===== config.mk =====
export PLATFORM = sky130hd
export DESIGN_NAME = instr_fetch_unit
export DESIGN_NICKNAME = d
export VERILOG_FILES = /design/src/rtl/instr_fetch_unit.sv
export SDC_FILE = /design/constraint.sdc
export NUM_CORES = 1
export LEC_CHECK = 0
export BUFFER_PORTS_ARGS = -buffer_cell sky130_fd_sc_hd__buf_2
export CAP_MARGIN = 10
export CORE_MARGIN = 1
export CORE_UTILIZATION = 46
export DETAILED_ROUTE_END_ITERATION = 6
export HOLD_SLACK_MARGIN = 0.06
export PLACE_DENSITY = 0.76
export SLEW_MARGIN = 20
export SYNTH_ARGS = -nofsm -noshare
export SYNTH_HDL_FRONTEND = slang
export SYNTH_SLANG_ARGS = --single-unit

===== constraint.sdc =====
create_clock -name clk -period 1.9 [get_ports clk]
set_clock_uncertainty 0.15 [all_clocks]
set_input_delay 0.19 -clock clk [delete_from_list [all_inputs] [get_ports clk]]
set_output_delay 0.19 -clock clk [all_outputs]
set_load 0.01 [all_outputs]

===== src/rtl/instr_fetch_unit.sv =====
// instr_fetch_unit: owns the PC and fetches words over req/ack into the IR.
// Supports redirects that discard any in-flight fetch.
module instr_fetch_unit #(
    parameter int unsigned DW = 32,
    parameter int unsigned AW = 32,
    parameter logic [AW-1:0] RESET_PC = '0
) (
    input  logic          clk,
    input  logic          rst_n,
    output logic          mem_rd_req,
    output logic [AW-1:0] mem_addr,
    input  logic          mem_rd_ack,
    input  logic [DW-1:0] mem_rdata,
    output logic          ir_valid,
    input  logic          ir_ready,
    input  logic          pc_load,
    input  logic [AW-1:0] pc_target,
    output logic [DW-1:0] instr,
    output logic [5:0]    opcode,
    output logic [4:0]    rs,
    output logic [4:0]    rt,
    output logic [4:0]    rd,
    output logic [5:0]    funct,
    output logic [15:0]   offs,
    output logic [AW-1:0] pc_plus4,
    output logic          align_err
);
    typedef enum logic [1:0] {IDLE, FETCH, HOLD} state_t;
    state_t state, state_nx;
    logic [AW-1:0] pc, pc_nx, tgt, tgt_nx, tgt_al, p4_nx;
    logic [DW-1:0] instr_nx;
    logic valid_nx, redirect_pend, pend_nx, gap, gap_nx;
    always_ff @(posedge clk or negedge rst_n) begin
        if (!rst_n) begin
            state <= IDLE;
            pc <= RESET_PC;
            tgt <= '0;
            instr <= '0;
            ir_valid <= 1'b0;
            pc_plus4 <= '0;
            align_err <= 1'b0;
            redirect_pend <= 1'b0;
            gap <= 1'b0;
        end else begin
            state <= state_nx;
            pc <= pc_nx;
            tgt <= tgt_nx;
            instr <= instr_nx;
            ir_valid <= valid_nx;
            pc_plus4 <= p4_nx;
            align_err <= pc_load && (pc_target[1:0] != 2'b00);
            redirect_pend <= pend_nx;
            gap <= gap_nx;
        end
    end
    // gap holds req low for one cycle after an ack that coincides with a redirect
    always_comb begin
        tgt_al = {pc_target[AW-1:2], 2'b00};
        state_nx = state;
        pc_nx = pc;
        tgt_nx = tgt;
        instr_nx = instr;
        valid_nx = ir_valid;
        p4_nx = pc_plus4;
        pend_nx = redirect_pend;
        gap_nx = 1'b0;
        case (state)
            IDLE: begin
                state_nx = FETCH;
                pc_nx = pc_load ? tgt_al : pc;
            end
            FETCH: begin
                if (gap) begin
                    pc_nx = pc_load ? tgt_al : pc;
                end else if (mem_rd_ack) begin
                    pend_nx = 1'b0;
                    if (pc_load) begin
                        pc_nx = tgt_al;
                        gap_nx = 1'b1;
                    end else if (redirect_pend) begin
                        pc_nx = tgt;
                    end else begin
                        instr_nx = mem_rdata;
                        pc_nx = pc + AW'(4);
                        p4_nx = pc + AW'(4);
                        valid_nx = 1'b1;
                        state_nx = HOLD;
                    end
                end else if (pc_load) begin
                    pend_nx = 1'b1;
                    tgt_nx = tgt_al;
                end
            end
            HOLD: begin
                if (pc_load || (ir_valid && ir_ready)) begin
                    valid_nx = 1'b0;
                    state_nx = FETCH;
                    pc_nx = pc_load ? tgt_al : pc;
                end
            end
            default: state_nx = IDLE;
        endcase
    end
    assign mem_rd_req = (state == FETCH) && !gap;
    assign mem_addr = pc;
    assign opcode = instr[31:26];
    assign rs = instr[25:21];
    assign rt = instr[20:16];
    assign rd = instr[15:11];
    assign funct = instr[5:0];
    assign offs = instr[15:0];
endmodule


==> impl_results.md, run 1 <==
- Critical path type: flop to flop
- MaxCap Viol Count: 0
- Fmax: between 400 and 500 MHz
- Clock tree from TritonCTS: done
- Gpl congestion: approximately 0.9
- Area growth from synthesis to layout: 59.54%
- Max FO, Critical Path: 5
- Post-placement cell count: roughly 1.0k
- Type of destination of the critical path: flop
- Register area share after synthesis: 0.5098
- Smallest setup slack after layout: -0.1901 ns
- Mapped Cells: 655
- Maximum level of the CTS H-tree: 4
- Synth warn: 0
- Number of global-route vias before repair: just over 6k
- Cell leakage power: around 5.2 nW
- Slew at the pin with the worst max-slew slack: a little over 0.5 ns
- Fin nets: 1051
- Maximum number of pins on one net before global-route repair: 43
- Initial Utilization: 0.4797
- Minimum period implied by the final worst setup slack: 2.090 ns
- Clock Tree Buf Depth: 2
- Fillcell total: 773
- Dpl cell area: 8028 um^2
- Clock buffer count from CTS: 17
- Total congestion overflow after global routing: 0
- Antenna diode count: 0
- Total number of clock tree sinks: 132
- Final instance area: around 10000 um^2
- Power density relative to cell area: 1644 nW/um^2
- Count of flip-flops with a built-in enable after synthesis: 0
- Total wire length: between 20000 and 25000 um
- Final standard cell count with taps included and fillers excluded: 1170
- Global-route wire length before repair: ~32000 um
- Commonest cells after routing, fill and taps aside: buf_2, dfrtp_1, nand2_1
- Area used by sequential logic in the layout: around 3300 um^2
- Status: complete, but fails checks
- Area occupied by multi-input gates: 3233 um^2
- Worst hold path class: input port to asynchronous set/reset pin
- Commonest non-fill, non-tap cell in the layout: buf_2
- Vertical extent of the die: roughly 120 um
- Period utilisation layout: 1.100
- Crit path arrival time: ~2.3 ns
- Aggregate global-route resource usage: 0.2903
- GR Layer Usage met2: 0.4871
- Fraction of final layout cells with drive strength greater than 1: 0.4960
- Cell at the slowest stage of the critical path: or3_4
- Number of vias in the routed layout: between 6k and 7k
- CP peak stage delay: around 0.45 ns
- Final setup violation count: between 100 and 150
- I/O pin count: 211
- Unique masters post-synth: 60
- R2R cell count: 5
- Worst-path cell chain: buf_6 > or3b_4 > or3_4 > or3_1 > nand3_1
- Final core area utilization: 0.7653
- Horizontal die dimension: 120.7 um
- Met1 routing resource usage after global routing: 0.3643
- Clk Latency, worst-skew pair: 0.42 ns
- Launching element type of the critical path: flop
- Final hold vios: 0
- Routed wire per std cell: about 20 um
- Launch instance of the worst register-to-register path: gap
- Floorplan row count: 42
- Total core area: about 14000 um^2
- Violations in the final reports: negative setup slack
- Worst supply voltage drop on vdd: between 0.8 and 0.9 mV
- Fraction of met3 tracks used by global routing: 0.05849
- Unrepaired setup endpoints after global routing: true
- Net count after synthesis: between 700 and 800
- Relative slew margins: 0.6552
- Number of synthesized register bits: 132
- Detailed placement HPWL: 13510 um
- Die Outline Area: 14560 um^2
- Required time of the critical path: between 2 and 2.5 ns
- Antenna viol nets, final: 0
- Initial antenna violation count: 0
- Leading register cell type out of synthesis: dfrtp_1
- Root Buffer: clkbuf_16
- Initial DRC count: a little over 700
- Average vias per placed instance: approximately 5.7
- Flop2flop setup slack: -0.19 ns
- Layer carrying the most global-route usage: met2
- Number of detailed-route iterations in the first pass: 6
- Number of DRC violations after detailed routing: 0
- Final-layout setup total negative slack: -11.20 ns
- Share of flip-flops with an asynchronous set or reset: 1.000
- FF-to-FF End: mem_addr[30]
- Cell area after synthesis: around 6500 um^2
- Clock transition at the registers of the reported paths: ~0.06 ns
- IO Port Bufs: 210
- Synthesized area per cell: about 9.9 um^2
- Pins over their slew limit: 0
-- timing repair --
action	CTS	global route
hold buffers	67	0
setup endpoints to repair	121	127
gates cloned	3	4
endpoints found under the hold margin	228	0
pin swaps	10	90
setup buffers	9	12
gates resized for setup	58	126
-- metal layers --
layer,share of wire,vias to the layer above
li1,-,2895
met1,0.39,3252
met2,0.49,416
met3,0.076,105
met4,0.050,0
met5,0,-
-- worst max-delay path, delay by kind of cell (launching register included) --
kind	cells	cell delay, ns
flip-flops	1	0.39
AND/OR/NAND/NOR	4	1.35
buffers and inverters	1	0.12
-- Yosys cell counts, types with 6 or more instances --
master / count / area [um^2]
xnor2_1: 7 / 61.31
nand4_1: 14 / 87.58
buf_4: 47 / 352.8
mux2_2: 30 / 337.8
mux2i_1: 6 / 60.06
clkbuf_1: 13 / 48.80
nand2_1: 162 / 608.1
a222oi_1: 8 / 80.08
xor2_1: 19 / 166.4
a21oi_1: 15 / 75.07
inv_1: 8 / 30.03
o21ai_0: 27 / 135.1
nand3_1: 18 / 90.09
nor3_1: 6 / 30.03
o21ai_1: 12 / 60.06
a22oi_1: 8 / 60.06
nor2_1: 18 / 67.56
dfrtp_1: 132 / 3303
o22ai_1: 6 / 37.54
buf_2: 18 / 90.09
-- stage by stage --
step / total power (W) / hold WS [ns] / setup slack (ns)
after CTS: 0.01583 / 0.1120 / -0.1063
after detailed placement: 0.01162 / -0.01337 / -0.1533
after global placement: 0.01141 / -0.01606 / -0.1121
after global routing: 0.01779 / 0.1473 / -0.4133
after floorplan: 0.009073 / -0.2556 / -0.1178
final: 0.01699 / 0.1102 / -0.1901
-- flip-flops by register name, summed over array words and instances, names as in the netlist --
register / count
redirect_pend: 1
ir_valid: 1
align_err: 1
pc_plus4: 32
gap: 1
state: 2
instr: 32
mem_addr: 32
tgt: 30
-- worst max-delay path by stage --
stage,slack (ns),start,cells past startpoint,endpoint
3_3_place_gp,-0.11,gap,6,pc_plus4[25]
3_5_place_dp,-0.15,gap,6,pc_plus4[25]
6_report,-0.19,gap,5,mem_addr[30]
4_1_cts,-0.11,gap,5,mem_addr[30]
2_1_floorplan,-0.12,gap,8,tgt[10]
5_1_grt,-0.41,mem_addr[6],5,mem_addr[13]
-- power by group --
part           switching [W]  leakage (nW)  internal [W]  total, W
Clock                0.00125         0.315       0.00239   0.00364
Combinational        0.00430          3.25       0.00376   0.00806
Sequential           0.00117          1.60       0.00411   0.00528
Total                0.00672          5.17        0.0103    0.0170
-- kinds of logic (layout without fill, tap and decap cells) --
group	Yosys count	count (layout)	share of synthesized area
AO/OA/AOI/OAI	118	118	0.1240
XOR/XNOR	26	26	0.03515
adder cells (fa/ha/maj)	1	1	0.001931
buffers and inverters	92	429	0.08884
flip-flops	132	132	0.5098
multiplexers	37	37	0.06315
AND/OR/NAND/NOR	249	251	0.1771
-- layout make-up --
type	instances	share of cell area
clock buffer	19	0.04382
clock inverter	13	0.01985
inverter	9	0.003995
multi-input combinational	433	0.3128
sequential	132	0.3201
tap	176	0.02130
timing repair buffer	388	0.2782
Note: power is estimated with default switching activity, not from simulation.
==> run 2: changes to the inputs <==
- SKIP_CTS_REPAIR_TIMING: default -> 1
==> run 2 against run 1 <==
  * The run still ends with negative setup slack left
  * Sequential power down 1%
  * Setup slack better by 0.0021 ns
  * Critical endpoint is now mem_addr[12]
  * Via count down 5.4%
  * Largest power group unchanged
  * Die area unchanged
  * Clock-buffer cell count unchanged
  * Non-clock buffer count down 14
==> impl_results.md, run 2 (synthesis gave the netlist of run 1 again) <==
- Initial antenna violation count: 0
- Detailed placement HPWL: roughly 14000 um
- Minimum period implied by the final worst setup slack: between 2 and 2.5 ns
- Fraction of final layout cells with drive strength greater than 1: 0.4449
- Smallest setup slack after layout: -0.1880 ns
- Total number of clock tree sinks: around 130
- Number of global-route vias before repair: 5543
- Critical path type: flop to flop
- Design Power: approximately 0.016 W
- Final setup violation count: 100
- Maximum number of pins on one net before global-route repair: 43
- Required time of the critical path: 2.04 ns
- Launching element type of the critical path: flop
- Worst hold path class: input port to flop
- Period utilisation layout: 1.099
- Commonest cells after routing, fill and taps aside: buf_2, nand2_1, dfrtp_1
- I/O pin count: 211
- Placement Setup Slack: -0.1533 ns
- Root Buffer: clkbuf_16
- Worst supply voltage drop on vdd: 0.7403 mV
- Crit path arrival time: between 2 and 2.5 ns
- Type of destination of the critical path: flop
- Average vias per placed instance: ~5.5
- Fin nets: between 1k and 1.5k
- Maximum level of the CTS H-tree: 4
- Status: complete, but fails checks
- Horizontal die dimension: 120.7 um
- Pins over their slew limit: 0
- Launch instance of the worst register-to-register path: redirect_pend
- Clock Tree Buf Depth: 2
- Area growth from synthesis to layout: 52.38%
- Total wire length: approximately 21000 um
- Die Outline Area: between 10000 and 15000 um^2
- Initial DRC count: 542
- Gpl congestion: 0.8794
- Max FO, Critical Path: 11
- IO Port Bufs: 210
- Power density relative to cell area: 1651 nW/um^2
- Commonest non-fill, non-tap cell in the layout: buf_2
- Startpoint of the worst hold path: mem_rd_ack
- Initial Utilization: 0.4797
- Number of DRC violations after detailed routing: 0
- MaxCap Viol Count: 0
- Number of detailed-route iterations in the first pass: 6
- Total congestion overflow after global routing: 0
- End of the critical path: mem_addr[12]
- Slew at the pin with the worst max-slew slack: 0.5310 ns
- Clock buffer count from CTS: 17
- Clock tree from TritonCTS: done
- Global-route wire length before repair: 28490 um
- Routed wire per std cell: 18.08 um
- Antenna viol nets, final: 0
- Final instance area: roughly 9900 um^2
- R2R cell count: 5
- Relative slew margins: 0.6460
- Aggregate global-route resource usage: 0.2555
- Unrepaired setup endpoints after global routing: true
- Total core area: approximately 14000 um^2
- Number of vias in the routed layout: about 6.3k
- Floorplan row count: 42
- Launching instance or port of the critical path: redirect_pend
- Fmax: 478.9 MHz
- Vertical extent of the die: between 100 and 150 um
- Clk Latency, worst-skew pair: around 0.4 ns
- Final hold vios: 0
- Violations in the final reports: negative setup slack
- Cell leakage power: about 4.9 nW
- Dpl cell area: roughly 8000 um^2
- FF-to-FF End: mem_addr[12]
- Antenna diode count: 0
- Flop2flop setup slack: -0.19 ns
- Clock transition at the registers of the reported paths: around 0.06 ns
-- run 2: layout make-up --
type / count / area (um^2)
fill: 862 / 3633
sequential: 132 / 3308
multi-input combinational: 433 / 2990
timing repair buffer: 374 / 2654
clock buffer: 19 / 452.9
tap: 176 / 220.2
clock inverter: 13 / 205.2
inverter: 9 / 41.29
-- run 2: through the flow --
| stage | util | std cells | TNS (ns) | hold slack, ns |
|---|---|---|---|---|
| after detailed placement | 0.5944 | 1045 | -10.15 | -0.01337 |
| after floorplan | - | 655 | -6.625 | -0.2556 |
| after CTS | 0.6431 | 1077 | -11.95 | -0.4556 |
| after global placement | 0.5944 | 1045 | -6.888 | -0.01606 |
| after global routing | 0.7310 | 1156 | -11.98 | 0.07140 |
| final | 0.7310 | 1156 | -6.769 | 0.05601 |
-- run 2: power by group --
group	switching (W)	total (W)	internal, W	leakage (nW)
Combinational	0.00393	0.00745	0.00352	2.97
Sequential	0.00111	0.00522	0.00411	1.60
Clock	0.00123	0.00363	0.00239	0.315
-- run 2: worst max-delay path, cell delays in order, from the launching register on --
cell      delay [ns]
dfrtp_1         0.67
inv_1           0.25
buf_4           0.25
o221ai_1        0.28
a21oi_1         0.10
a221o_1         0.27
-- run 2: how the worst min path moves through the flow --
stage	end	slack, ns	cells after the start
floorplan	align_err	-0.26	0
global placement	pc_plus4[16]	-0.02	1
detailed placement	pc_plus4[15]	-0.01	1
CTS	pc_plus4[15]	-0.46	1
global route	gap	0.07	3
finish	gap	0.06	3
-- run 2: per-layer routing --
layer / vias to the layer above / global-route usage / wire length [um]
li1: 2853 / - / -
met1: 3055 / 0.3324 / 8586
met2: 331 / 0.4224 / 10230
met3: 67 / 0.04858 / 1360
met4: 0 / 0.09645 / 725
met5: - / 0 / 0
